**src/rtl/mul_div_unit.sv**
```systemverilog
// ----------------------------------------------------------------------------
// mul_div_unit
//
// Iterative 32x32 multiply / divide unit, one result bit per clock.
//   Multiply: shift-add, full 64-bit product returned on {Hi, Lo}.
//   Divide  : restoring shift-subtract, quotient on Lo, remainder on Hi.
//
// Ports
//   Clk     in   single clock, rising edge
//   Reset   in   synchronous, active-high
//   Start   in   request pulse, accepted only in IDLE or DONE
//   MDCon   in   [1:0] 00 multu, 01 divu, 10 mult signed, 11 div signed
//   DataA   in   [31:0] multiplicand / dividend (captured with Start)
//   DataB   in   [31:0] multiplier / divisor (captured with Start)
//   Busy    out  high in PREP, CALC and FIX
//   Done    out  one-cycle completion pulse (DONE state)
//   Hi      out  [31:0] product[63:32] or remainder
//   Lo      out  [31:0] product[31:0] or quotient
//   Flag    out  [Flag_Width-1:0] {Underflow, Overflow, DivByZero}
//
// Build option
//   MDU_SIGNED_EN  defined   : MDCon[1] selects signed operation.
//                  undefined : every operation is unsigned, MDCon[1] has no
//                              effect, Overflow never sets. Latency unchanged.
// ----------------------------------------------------------------------------
// state | meaning
// IDLE  | waiting for Start
// PREP  | operands captured; take magnitudes, record result signs
// CALC  | 32 single-bit iterations
// FIX   | apply result signs, load Hi/Lo/Flag
// DONE  | Done pulse; Start here begins the next operation directly
// ----------------------------------------------------------------------------
module mul_div_unit #(
    parameter int Flag_Width = 3
) (
    input  logic                  Clk,
    input  logic                  Reset,
    input  logic                  Start,
    input  logic [1:0]            MDCon,
    input  logic [31:0]           DataA,
    input  logic [31:0]           DataB,
    output logic                  Busy,
    output logic                  Done,
    output logic [31:0]           Hi,
    output logic [31:0]           Lo,
    output logic [Flag_Width-1:0] Flag
);

`ifdef MDU_SIGNED_EN
    localparam logic SIGNED_EN = 1'b1;
`else
    localparam logic SIGNED_EN = 1'b0;
`endif

    typedef enum logic [2:0] {
        IDLE = 3'd0,
        PREP = 3'd1,
        CALC = 3'd2,
        FIX  = 3'd3,
        DONE = 3'd4
    } state_t;

    state_t r_state;
    state_t w_state_next;

    // Working registers: r_hi/r_lo hold the partial product or the
    // remainder/quotient pair; r_lo starts out holding operand A.
    logic [31:0] r_hi;
    logic [31:0] r_lo;
    logic [31:0] r_opb;
    logic [1:0]  r_mdcon;
    logic [5:0]  r_cnt;
    logic        r_neg_q;     // negate product / quotient in FIX
    logic        r_neg_r;     // negate remainder in FIX
    logic        r_ovf;

    logic [31:0]           r_hi_out;
    logic [31:0]           r_lo_out;
    logic [Flag_Width-1:0] r_flag;

    logic        w_is_div;
    logic        w_signed;
    logic        w_sign_a;
    logic        w_sign_b;
    logic        w_div_zero;
    logic        w_accept;
    logic [32:0] w_mul_sum;
    logic [32:0] w_rem_sh;
    logic        w_sub_ok;
    logic [31:0] w_rem_new;
    logic [63:0] w_prod_neg;
    logic [31:0] w_fix_hi;
    logic [31:0] w_fix_lo;

    assign w_is_div   = r_mdcon[0];
    assign w_signed   = r_mdcon[1] & SIGNED_EN;
    assign w_sign_a   = w_signed & r_lo[31];
    assign w_sign_b   = w_signed & r_opb[31];
    assign w_div_zero = w_is_div & (r_opb == 32'd0);
    assign w_accept   = Start & ((r_state == IDLE) | (r_state == DONE));

    // Multiply step: conditionally add B into the upper half, then the
    // 65-bit {carry, hi, lo} shifts right by one.
    assign w_mul_sum = {1'b0, r_hi} + (r_lo[0] ? {1'b0, r_opb} : 33'd0);

    // Divide step: shift the next dividend bit into the remainder and keep
    // the difference only if it did not go negative. When the subtraction
    // is kept the true difference is below the divisor, so 32 bits suffice.
    assign w_rem_sh  = {r_hi, r_lo[31]};
    assign w_sub_ok  = (w_rem_sh >= {1'b0, r_opb});
    assign w_rem_new = w_sub_ok ? (w_rem_sh[31:0] - r_opb) : w_rem_sh[31:0];

    assign w_prod_neg = 64'd0 - {r_hi, r_lo};

    always_comb begin
        w_fix_hi = r_hi;
        w_fix_lo = r_lo;
        if (w_is_div) begin
            if (r_neg_q) w_fix_lo = 32'd0 - r_lo;
            if (r_neg_r) w_fix_hi = 32'd0 - r_hi;
        end else if (r_neg_q) begin
            w_fix_hi = w_prod_neg[63:32];
            w_fix_lo = w_prod_neg[31:0];
        end
    end

    always_ff @(posedge Clk) begin
        if (Reset) r_state <= IDLE;
        else       r_state <= w_state_next;
    end

    always_comb begin
        w_state_next = r_state;
        case (r_state)
            IDLE:    if (w_accept) w_state_next = PREP;
            PREP:    w_state_next = w_div_zero ? DONE : CALC;
            CALC:    if (r_cnt == 6'd1) w_state_next = FIX;
            FIX:     w_state_next = DONE;
            DONE:    w_state_next = w_accept ? PREP : IDLE;
            default: w_state_next = IDLE;
        endcase
    end

    always_ff @(posedge Clk) begin
        if (Reset) begin
            r_hi     <= 32'd0;
            r_lo     <= 32'd0;
            r_opb    <= 32'd0;
            r_mdcon  <= 2'd0;
            r_cnt    <= 6'd0;
            r_neg_q  <= 1'b0;
            r_neg_r  <= 1'b0;
            r_ovf    <= 1'b0;
            r_hi_out <= 32'd0;
            r_lo_out <= 32'd0;
            r_flag   <= '0;
        end else begin
            case (r_state)
                IDLE, DONE: begin
                    if (w_accept) begin
                        r_lo    <= DataA;
                        r_opb   <= DataB;
                        r_mdcon <= MDCon;
                    end
                end
                PREP: begin
                    if (w_div_zero) begin
                        // r_lo still holds the untouched dividend here.
                        r_hi_out <= r_lo;
                        r_lo_out <= 32'hFFFF_FFFF;
                        r_flag   <= Flag_Width'(3'b001);
                    end else begin
                        r_hi    <= 32'd0;
                        r_lo    <= w_sign_a ? (32'd0 - r_lo)  : r_lo;
                        r_opb   <= w_sign_b ? (32'd0 - r_opb) : r_opb;
                        r_cnt   <= 6'd32;
                        r_neg_q <= w_sign_a ^ w_sign_b;
                        r_neg_r <= w_sign_a;
                        // The magnitude path already yields 0x80000000 for
                        // this case; only the flag needs raising.
                        r_ovf   <= w_is_div & w_signed &
                                   (r_lo == 32'h8000_0000) &
                                   (r_opb == 32'hFFFF_FFFF);
                    end
                end
                CALC: begin
                    r_cnt <= r_cnt - 6'd1;
                    if (w_is_div) begin
                        r_hi <= w_rem_new;
                        r_lo <= {r_lo[30:0], w_sub_ok};
                    end else begin
                        r_hi <= w_mul_sum[32:1];
                        r_lo <= {w_mul_sum[0], r_lo[31:1]};
                    end
                end
                FIX: begin
                    r_hi_out <= w_fix_hi;
                    r_lo_out <= w_fix_lo;
                    r_flag   <= Flag_Width'({1'b0, r_ovf, 1'b0});
                end
                default: ;
            endcase
        end
    end

    assign Busy = (r_state == PREP) | (r_state == CALC) | (r_state == FIX);
    assign Done = (r_state == DONE);
    assign Hi   = r_hi_out;
    assign Lo   = r_lo_out;
    assign Flag = r_flag;

endmodule

```
**config.mk**
```make
export PLATFORM = sky130hd
export DESIGN_NAME = mul_div_unit
export DESIGN_NICKNAME = d
export VERILOG_FILES = /design/src/rtl/mul_div_unit.sv
export SDC_FILE = /design/constraint.sdc
export NUM_CORES = 1
export LEC_CHECK = 0
export CAP_MARGIN = 10
export CELL_PAD_IN_SITES_DETAIL_PLACEMENT = 1
export CELL_PAD_IN_SITES_GLOBAL_PLACEMENT = 2
export CORE_MARGIN = 2
export CORE_UTILIZATION = 30
export CTS_CLUSTER_SIZE = 12
export DETAILED_ROUTE_END_ITERATION = 7
export PLACE_DENSITY_LB_ADDON = 0.1
export SETUP_SLACK_MARGIN = 0.4
export SYNTH_ARGS = -nofsm -noshare
export SYNTH_HDL_FRONTEND = slang
export SYNTH_SLANG_ARGS = --single-unit
```
**constraint.sdc**
```tcl
create_clock -name Clk -period 3.3 [get_ports Clk]
set_input_delay 0.99 -clock Clk [delete_from_list [all_inputs] [get_ports Clk]]
set_output_delay 0.99 -clock Clk [all_outputs]
set_load 0.05 [all_outputs]
```
# Word-level counts from Yosys, hierarchy flattened
# Index checks and enable logic that the tools add are counted.
[classes]
reduce_logical = 11
muxes = 21
n_div = 0
shift = 0
order_cmp = 1
multipliers = 0
n_bitwise = 5
n_addsub = 3
n_eq_ne = 10
[ops]
columns = ["operator", "n"]
rows = [
  ["$mux W32", 8],
  ["$pmux W32 S2", 4],
  ["$add A32 B32 Y33", 1],
  ["$ge A33 B32 Y1", 1],
  ["$logic_not A32 Y1", 1],
  ["$sub A32 B32 Y32", 1],
  ["$pmux W3 S5", 1],
  ["$mux W3", 4],
  ["$pmux W6 S2", 1],
  ["$ne A2 B2 Y1 const B", 5],
  ["$reduce_and A2 Y1", 5],
  ["$eq A3 B2 Y1 const B", 2],
  ["$eq A6 B1 Y1 const B", 1],
  ["$mux W6", 1],
  ["$pmux W3 S2", 1],
  ["$reduce_bool A2 Y1", 3],
  ["$sub A6 B1 Y6 const B", 1],
  ["$eq A3 B1 Y1 const B", 1],
  ["$eq A3 B3 Y1 const B", 1],
  ["$logic_not A3 Y1", 1],
  ["$or A1 B1 Y1", 3],
  ["$and A1 B1 Y1", 2],
  ["$reduce_or A2 Y1", 1],
  ["$mux W1", 1],
]
[totals]
latchBits = 0
ramBits = 0
out_inout_bits = 69
mem_count = 0
reg_bits = 173
elab_cells = 60
in_bits = 69
rom_bits = 0

# Depth between registers and ports, before layout
# Gate-level depths: netlist of the first run.
[depth]
depth_word = 5
mapped_depth = 15
mapped_depth_nobuf = 13

# Least setup slack after synthesis of the first run
# OpenSTA, ideal clock, no wires.
[synth_path]
path_kind = "reg2reg"
start = "register r_lo[0]"
end = "register r_hi[21]"
setup_ps = 122
t_required_ps = 3178
period_less_slack_ps = 3103
stages_incl_launch_ff = 16
slack_ps = 197
arrival_ps = 2982
path_buffers = 2
cell_sequence = "dfxtp_1 clkbuf_1 clkbuf_1 and2_1 ha_1 inv_1 fa_1 nand2b_1 a21o_1 a211oi_1 o221ai_2 o21ai_1 a21o_1 xnor2_1 nor2_1 a221o_1"
[synth_between]
elab_chain_cells = 4
[synth_rtl]
columns = ["element", "line", "text"]
rows = [
  ["start, declared", "69", "logic [31:0] r_lo;"],
  ["start signal, assigned", "161", "r_lo <= DataA;"],
  ["start signal, assigned", "174", "r_lo <= w_sign_a ? (32'd0 - r_lo) : r_lo;"],
  ["start signal, assigned", "190", "r_lo <= {r_lo[30:0], w_sub_ok};"],
  ["$mux W32", "104", "assign w_mul_sum = {1'b0, r_hi} + (r_lo[0] ? {1'b0, r_opb} : 33'd0);"],
  ["$add A32 B32 Y33", "104", ""],
  ["$mux W32", "188", "if (w_is_div) begin"],
  ["$pmux W32 S2", "158", "case (r_state)"],
  ["end signal, assigned", "189", "r_hi <= w_rem_new;"],
  ["end signal, assigned", "192", "r_hi <= w_mul_sum[32:1];"],
  ["end, declared", "68", "logic [31:0] r_hi;"],
]
# Every way passes these cells.
# A chain may end at the register's enable or synchronous reset.

# Worst setup path in the final report of the first run
[layout_path]
start = "register r_opb[10]"
end = "register r_hi[5]"
[layout_between]
elab_chain_cells = 4
word_cells_on_any_way = 8
classes_between = "order compare (1); eq/ne (1); mux (3); bitwise (1); reduce/logical (2)"
[layout_rtl]
columns = ["element", "line", "text"]
rows = [
  ["start, declared", "70", "logic [31:0] r_opb;"],
  ["start signal, assigned", "162", "r_opb <= DataB;"],
  ["start signal, assigned", "175", "r_opb <= w_sign_b ? (32'd0 - r_opb) : r_opb;"],
  ["$ge A33 B32 Y1 or $logic_not A32 Y1 (tied branches)", "110, 99", ""],
  ["$mux W32 or $and A1 B1 Y1 (tied branches)", "111, 99", ""],
  ["$mux W32 or $ne A2 B2 Y1 (tied branches)", "n/a", ""],
  ["$pmux W32 S2 or $reduce_and A2 Y1 (tied branches)", "n/a", ""],
]
# Parallel ways exist; a longest one is shown, timed or not.

==> metrics.csv, run 1 <==
stage;metric;value;unit
outcome;status;finished clean;
critical_path;worstPathMaxFanout;6;
cells_and_area;antennaDiodeCount;0;
place;gp_congestion;0.849;
routing;wirelength;46.7;mm
power;cellLeakagePower;6.28;nW
critical_path;endpoint;r_hi[5];
timing;fin_crit_sh;0.927;
timing;rsz0062_at_grt;yes;
timing;hold_viol;0;
logic_synthesis;synth_cells;1466;
critical_path;arrival;3.41;ns
worst_hold_path;hold_path.class;register to register;
clock_tree;numCtsBuffers;17;
critical_path;cp-end-kind;register;
clock_tree;clockBufferDepth;2;
clock_tree;clk_pin_slew_worst_paths;0.08;ns
timing;whs;0.463;ns
global_route;overflow;0;
logic_synthesis;synth.top_cells.by_area;dfxtp_1 (31%), nand2_1 (7.7%), ha_1 (7.4%), nor2_1 (5.8%), a21oi_1 (4.7%);
critical_path;crit_type;register to register;
power;irDropWorstVdd;0.385;mV
cells_and_area;area_growth;40.4;%
timing;setup_viol;0;
global_route;grt_pass1_wl;72.3;mm
critical_path;r2r_end;r_hi[5];
cells_and_area;finalNetCount;1824;
clock_tree;clock_sinks;171;
logic_synthesis;yosys.area.top_type;dfxtp_1;
clock_tree;cts_max_level;4;
global_route;grt_max_degree;88;
cells_and_area;final_cells;2168;
timing;final.setup_skew;0.0185;ns
timing;fin_crit;3.06;ns
cells_and_area;fin_util;0.427;
clock_tree;clock-root-buffer;clkbuf_16;
logic_synthesis;ys_seq_area_frac;0.308;
floorplan;die_area;38600;µm²
place;portBuffers;134;
global_route;grt_pass1_vias;12100;
place;place_inst;2102;
global_route;antenna_found_initial;0;
routing;ant_nets;0;
timing;timing.fmax;0.327;GHz
cells_and_area;final_layout_size_suffix_gt1_frac;0.216;
critical_path;cp_cell_sequence;inv_4 > ha_4 > nand2_4 > or3_1 > or4_4 > o211ai_1 > a31oi_4 > buf_12 > buf_12 > buf_8 > nand2_4 > o31ai_2 > a221o_1;
critical_path;reg2regPathDepth;13;
floorplan;num_rows;70;
routing;wl_per_cell;21.6;µm
critical_path;start_kind;register;
floorplan;die_w;196;µm
floorplan;initial_utilization;0.304;
clock_tree;clk_latency;0.47;ns
flow_run;maxCapViolCount;0;
critical_path;crit_start;r_opb[10];
logic_synthesis;ys_async_sr_fraction;0;
clock_tree;cts_hold_buf;0;
global_route;track_usage;0.243;
timing;tns;0;ns
routing;firstDrtPassIters;5;
routing;drt-initial-drc-count;550;
floorplan;core_area;36500;µm²
timing;slew_headroom;0.358;
routing;via_per_inst;5.35;
timing;slew_viol_final;0;
logic_synthesis;ys_ff_latch;171;
logic_synthesis;syn_avg_cell_area;7.58;µm²
routing;drc;0;
routing;num_vias;11600;
power;power_density;389;nW/µm²
critical_path;rr_startpoint;r_opb[10];
logic_synthesis;syn_area;11100;µm²
clock_tree;cts_tree;yes;
floorplan;num_io_pins;138;
logic_synthesis;synth.distinct_cells;72;
timing;worst_slew_pin_slew;0.963;ns
place;hpwl;34.1;mm
logic_synthesis;synth_edf_count;0;
critical_path;worstPathRequired;3.65;ns
logic_synthesis;synth_top_area_share;0.308;
logic_synthesis;synthFlopType;dfxtp_1;
floorplan;chipHeight;196;µm
critical_path;reg2reg_slack;0.24;ns
critical_path;crit_slowest_cell;or4_4;
logic_synthesis;ys_warn_count;0;
cells_and_area;final.fill_count;4294;
critical_path;slowest_delay;0.53;ns
[sequential cells by signal (all words and copies together), names as in the netlist]
name	cells
Hi	32
Flag	1
r_state	3
r_opb	32
Lo	32
r_lo	32
r_mdcon	1
r_cnt	6
r_hi	32
[cell usage after synthesis, drive strengths merged (3+ instances only)]
cell,n
o21ai,57
nand2b,9
a311oi,33
o21bai,5
dfxtp,171
o21a,11
a21o,45
nor4,10
a31oi,26
mux2i,39
ha,66
a221oi,32
o211ai,8
nand2,229
nor3,55
nand4,11
nor3b,5
a221o,10
a211oi,20
a21oi,104
a211o,3
inv,45
and3,6
o31ai,9
xnor2,30
a22oi,7
nor2,171
nand3,24
or3,3
nor2b,10
or3b,3
clkbuf,89
xor2,23
buf,14
or4,3
and2,42
o221ai,4
[stage by stage]
| stage | setup WS [ns] | area [µm²] | power (W) |
|---|---|---|---|
| floorplan | 0.401 | 11200 | 0.00315 |
| CTS | 0.239 | 15000 | 0.00602 |
| global placement | 0.0620 | 13700 | 0.00371 |
| finish | 0.242 | 15600 | 0.00608 |
| global route | 0.119 | 15600 | 0.00636 |
| detailed placement | 0.0118 | 13700 | 0.00373 |
[how the worst min path moves through the flow]
stage | to | cells past startpoint | start | slack (ns)
detailed placement | Flag[0] | 2 | Flag[0] | 0.46
global route | Flag[0] | 2 | Flag[0] | 0.49
global placement | Flag[0] | 2 | Flag[0] | 0.45
finish | Flag[0] | 2 | Flag[0] | 0.46
floorplan | r_opb[10] | 2 | r_opb[10] | 0.44
CTS | Flag[0] | 2 | Flag[0] | 0.47
[timing repair]
action / CTS / global route
cloned: 3 / 0
gates resized for setup: 97 / 111
setup buffers: 20 / 11
pin swaps: 30 / 47
setup endpoints to repair: 34 / 33
[worst max-delay path, delay by kind of cell, from the launching register on]
| family | cells | cell delay (ns) |
|---|---|---|
| AOI/OAI and AO/OA | 4 | 0.80 |
| adders and majority gates | 1 | 0.28 |
| buffers and inverters | 4 | 0.49 |
| DFF | 1 | 0.36 |
| and+or+nand+nor | 4 | 1.00 |
[power breakdown]
part           internal (W)  switching, W  leakage (nW)
Combinational      0.000738      0.000924          4.59
Sequential          0.00216      0.000111          1.40
Clock               0.00112       0.00103         0.293
[per-layer routing]
metal,routed length (µm),up-vias,track usage,part of all wire
met3,1980,32,0.0498,0.042
met4,700,0,0.0598,0.015
li1,-,5665,-,-
met1,22200,5728,0.326,0.48
met2,21800,181,0.397,0.47
met5,0,-,0,0
[cells in the final DEF, fill, tap and decap left out, drive strengths merged, types with 8 or more instances in the layout]
| master | count |
|---|---|
| nand2 | 229 |
| nor2 | 171 |
| dfxtp | 171 |
| buf | 169 |
| clkdlybuf4s50 | 131 |
| a21oi | 104 |
| ha | 66 |
| o21ai | 57 |
| nor3 | 55 |
| inv | 52 |
| a21o | 45 |
| and2 | 42 |
| mux2i | 39 |
| a311oi | 33 |
| a221oi | 32 |
| xnor2 | 30 |
| a31oi | 26 |
| nand3 | 24 |
| xor2 | 23 |
| a211oi | 20 |
| clkbuf | 19 |
| nand4 | 11 |
| o21a | 11 |
| a221o | 10 |
| nor2b | 10 |
| nor4 | 10 |
| nand2b | 9 |
| o31ai | 9 |
| o211ai | 8 |
[cells by family after synthesis]
| group | Yosys count | synth area share |
|---|---|---|
| AO/OA/AOI/OAI | 394 | 0.243 |
| XOR/XNOR | 53 | 0.0418 |
| adder cells (fa/ha/maj) | 68 | 0.0779 |
| buffers and inverters | 149 | 0.0552 |
| flip-flops | 171 | 0.308 |
| multiplexers | 40 | 0.0361 |
| other | 1 | 0.000337 |
| AND/OR/NAND/NOR | 590 | 0.238 |
[layout make-up]
cell class / count / area, µm² / area share
Timing Repair Buffer: 304 / 2840 / 0.182
Clock buffer: 19 / 453 / 0.0290
Inverter: 46 / 175 / 0.0112
Multi-Input combinational cell: 1147 / 7940 / 0.509
Clock inverter: 13 / 149 / 0.00954
Tap cell: 468 / 586 / 0.0375
Sequential cell: 171 / 3470 / 0.222
Note: power is estimated with default switching activity, not from simulation.
==> run 2, diff against run 1 <==
--- a/config.mk
+++ b/config.mk
@@ -5,11 +5,12 @@
 export SDC_FILE = /design/constraint.sdc
 export NUM_CORES = 1
 export LEC_CHECK = 0
+export ABC_AREA = 1
 export CAP_MARGIN = 10
 export CELL_PAD_IN_SITES_DETAIL_PLACEMENT = 1
 export CELL_PAD_IN_SITES_GLOBAL_PLACEMENT = 2
 export CORE_MARGIN = 2
-export CORE_UTILIZATION = 30
+export CORE_UTILIZATION = 27
 export CTS_CLUSTER_SIZE = 12
 export DETAILED_ROUTE_END_ITERATION = 7
 export PLACE_DENSITY_LB_ADDON = 0.1
==> metrics.csv, run 2 <==
stage;metric;value;unit
outcome;status;finished clean;
power;cellLeakagePower;7.39;nW
logic_synthesis;syn_avg_cell_area;5.83;µm²
timing;final.setup_skew;0.0120;ns
cells_and_area;antennaDiodeCount;0;
routing;drt-initial-drc-count;734;
timing;fin_crit_sh;0.835;
routing;wl_per_cell;20.2;µm
power;power_density;698;nW/µm²
timing;slew_viol_final;0;
logic_synthesis;synth_cells;2174;
clock_tree;clockBufferDepth;2;
routing;drc;0;
timing;fin_crit;2.76;ns
floorplan;initial_utilization;0.273;
logic_synthesis;ys_seq_area_frac;0.270;
global_route;antenna_found_initial;5;
cells_and_area;final_common_cell;nand2_1;
routing;ant_nets;0;
place;portBuffers;134;
timing;hold_viol;0;
place;hpwl;46.0;mm
logic_synthesis;yosys.area.top_type;dfxtp_1;
critical_path;worstPathRequired;2.31;ns
critical_path;worstPathMaxFanout;4;
logic_synthesis;ys_ff_latch;171;
global_route;overflow;0;
critical_path;reg2reg_slack;0.56;ns
timing;tns;0;ns
routing;num_vias;14300;
floorplan;num_io_pins;138;
critical_path;start_kind;register;
logic_synthesis;ys_async_sr_fraction;0;
cells_and_area;final_layout_size_suffix_gt1_frac;0.0572;
critical_path;cp-end-kind;output pin;
floorplan;num_rows;79;
place;gp_congestion;0.850;
logic_synthesis;synthFlopType;dfxtp_1;
global_route;grt_max_degree;103;
routing;firstDrtPassIters;5;
clock_tree;cts_max_level;4;
global_route;grt_pass1_wl;89.0;mm
clock_tree;clk_pin_slew_worst_paths;0.07;ns
logic_synthesis;ys_warn_count;0;
floorplan;die_w;221;µm
clock_tree;cts_tree;yes;
clock_tree;clock-root-buffer;clkbuf_16;
logic_synthesis;synth.top_cells.by_area;dfxtp_1 (27%), nand2_1 (20%), inv_1 (9.8%), o21ai_0 (7.7%), ha_1 (6.5%);
logic_synthesis;synth.distinct_cells;40;
critical_path;arrival;1.77;ns
timing;timing.fmax;0.363;GHz
critical_path;crit_type;register to output pin;
global_route;grt_pass1_vias;14500;
cells_and_area;final.fill_count;6085;
routing;wirelength;58.9;mm
logic_synthesis;synth.most_common_cell;nand2_1;
cells_and_area;finalNetCount;2432;
worst_hold_path;hold_path.class;register to register;
timing;slew_headroom;0.521;
clock_tree;cts_hold_buf;0;
cells_and_area;final_cell_mix;nand2_1 (681), inv_1 (326), o21ai_0 (192);
logic_synthesis;syn_area;12700;µm²
clock_tree;numCtsBuffers;17;
logic_synthesis;synth.top_cells.by_count;nand2_1 (684), inv_1 (330), o21ai_0 (194);
routing;via_per_inst;4.92;
flow_run;maxCapViolCount;0;
power;irDropWorstVdd;0.419;mV
global_route;track_usage;0.245;
floorplan;die_area;48700;µm²
logic_synthesis;synth_top_area_share;0.270;
cells_and_area;area_growth;22.6;%
timing;worst_slew_pin_slew;0.717;ns
clock_tree;postCtsSetupBuffers;0;
logic_synthesis;synth_edf_count;0;
timing;setup_viol;0;
clock_tree;clk_latency;0.49;ns
cells_and_area;final_cells;2914;
clock_tree;clock_sinks;171;
floorplan;chipHeight;221;µm
floorplan;core_area;46500;µm²
place;place_inst;2882;
timing;rsz0062_at_grt;yes;
[run 2: area by class of cell]
class | instances | area, µm² | share of cell area
clock buffers | 19 | 443 | 0.0285
clock inverters | 12 | 128 | 0.00821
inverters | 335 | 1260 | 0.0812
multi-input cells | 1582 | 7690 | 0.494
flip-flops and latches | 171 | 3430 | 0.221
well taps | 607 | 759 | 0.0488
repair buffers | 188 | 1840 | 0.118
[run 2: power breakdown]
part	total [W]	switching, W	internal, W
clock	0.00208	0.00101	0.00108
sequential	0.00277	0.000322	0.00245
combinational	0.00599	0.00423	0.00176
total	0.0108	0.00556	0.00529
[run 2: stage by stage]
| stage | area, µm² | worst slack, ns | total power [W] | hold slack (ns) | util |
|---|---|---|---|---|---|
| floorplan | 12700 | 0.698 | 0.00651 | 0.440 | - |
| CTS | 15500 | 0.421 | 0.0109 | 0.483 | 0.333 |
| detailed placement | 14900 | 0.319 | 0.00874 | 0.468 | 0.320 |
| global route | 15500 | 0.380 | 0.0116 | 0.520 | 0.335 |
| finish | 15500 | 0.545 | 0.0108 | 0.483 | 0.335 |
| global placement | 14900 | 0.359 | 0.00865 | 0.450 | 0.320 |
[run 2: critical path, stage by stage (launching register included)]
cell and delay [ns]:
dfxtp_1 0.36, inv_1 0.09, nor3_1 0.24, dlygate4sd2_1 0.59
[run 2: final timing paths]
path	start	to	cells past startpoint
setup / recovery	r_state[2]	Done	3
hold / removal	r_lo[30]	r_lo[30]	2
setup reg to reg	r_opb[28]	r_hi[31]	15
hold reg to reg	r_lo[30]	r_lo[30]	2
[run 2: cells by family (layout without fill, tap and decap cells)]
| group | count (synthesis) | after routing | share of synthesized area |
|---|---|---|---|
| adders and majority gates | 68 | 68 | 0.0683 |
| DFF | 171 | 171 | 0.270 |
| AOI/OAI and AO/OA | 409 | 409 | 0.169 |
| buffers and inverters | 423 | 554 | 0.130 |
| and+or+nand+nor | 1086 | 1087 | 0.352 |
| xor gates and xnor gates | 16 | 16 | 0.0111 |
| other | 1 | 2 | 0.000296 |
[run 2: repair_timing]
action | CTS | global route
pin swaps | 0 | 2
gates resized for setup | 8 | 22
gates cloned | 0 | 1
endpoints found under the setup margin | 9 | 27
[run 2: routing by layer]
layer / vias up / global-route usage / share of wire
li1: 7138 / - / -
met1: 6878 / 0.320 / 0.47
met2: 243 / 0.419 / 0.48
met3: 67 / 0.0364 / 0.031
met4: 6 / 0.0673 / 0.023
met5: - / 0 / 0.00070
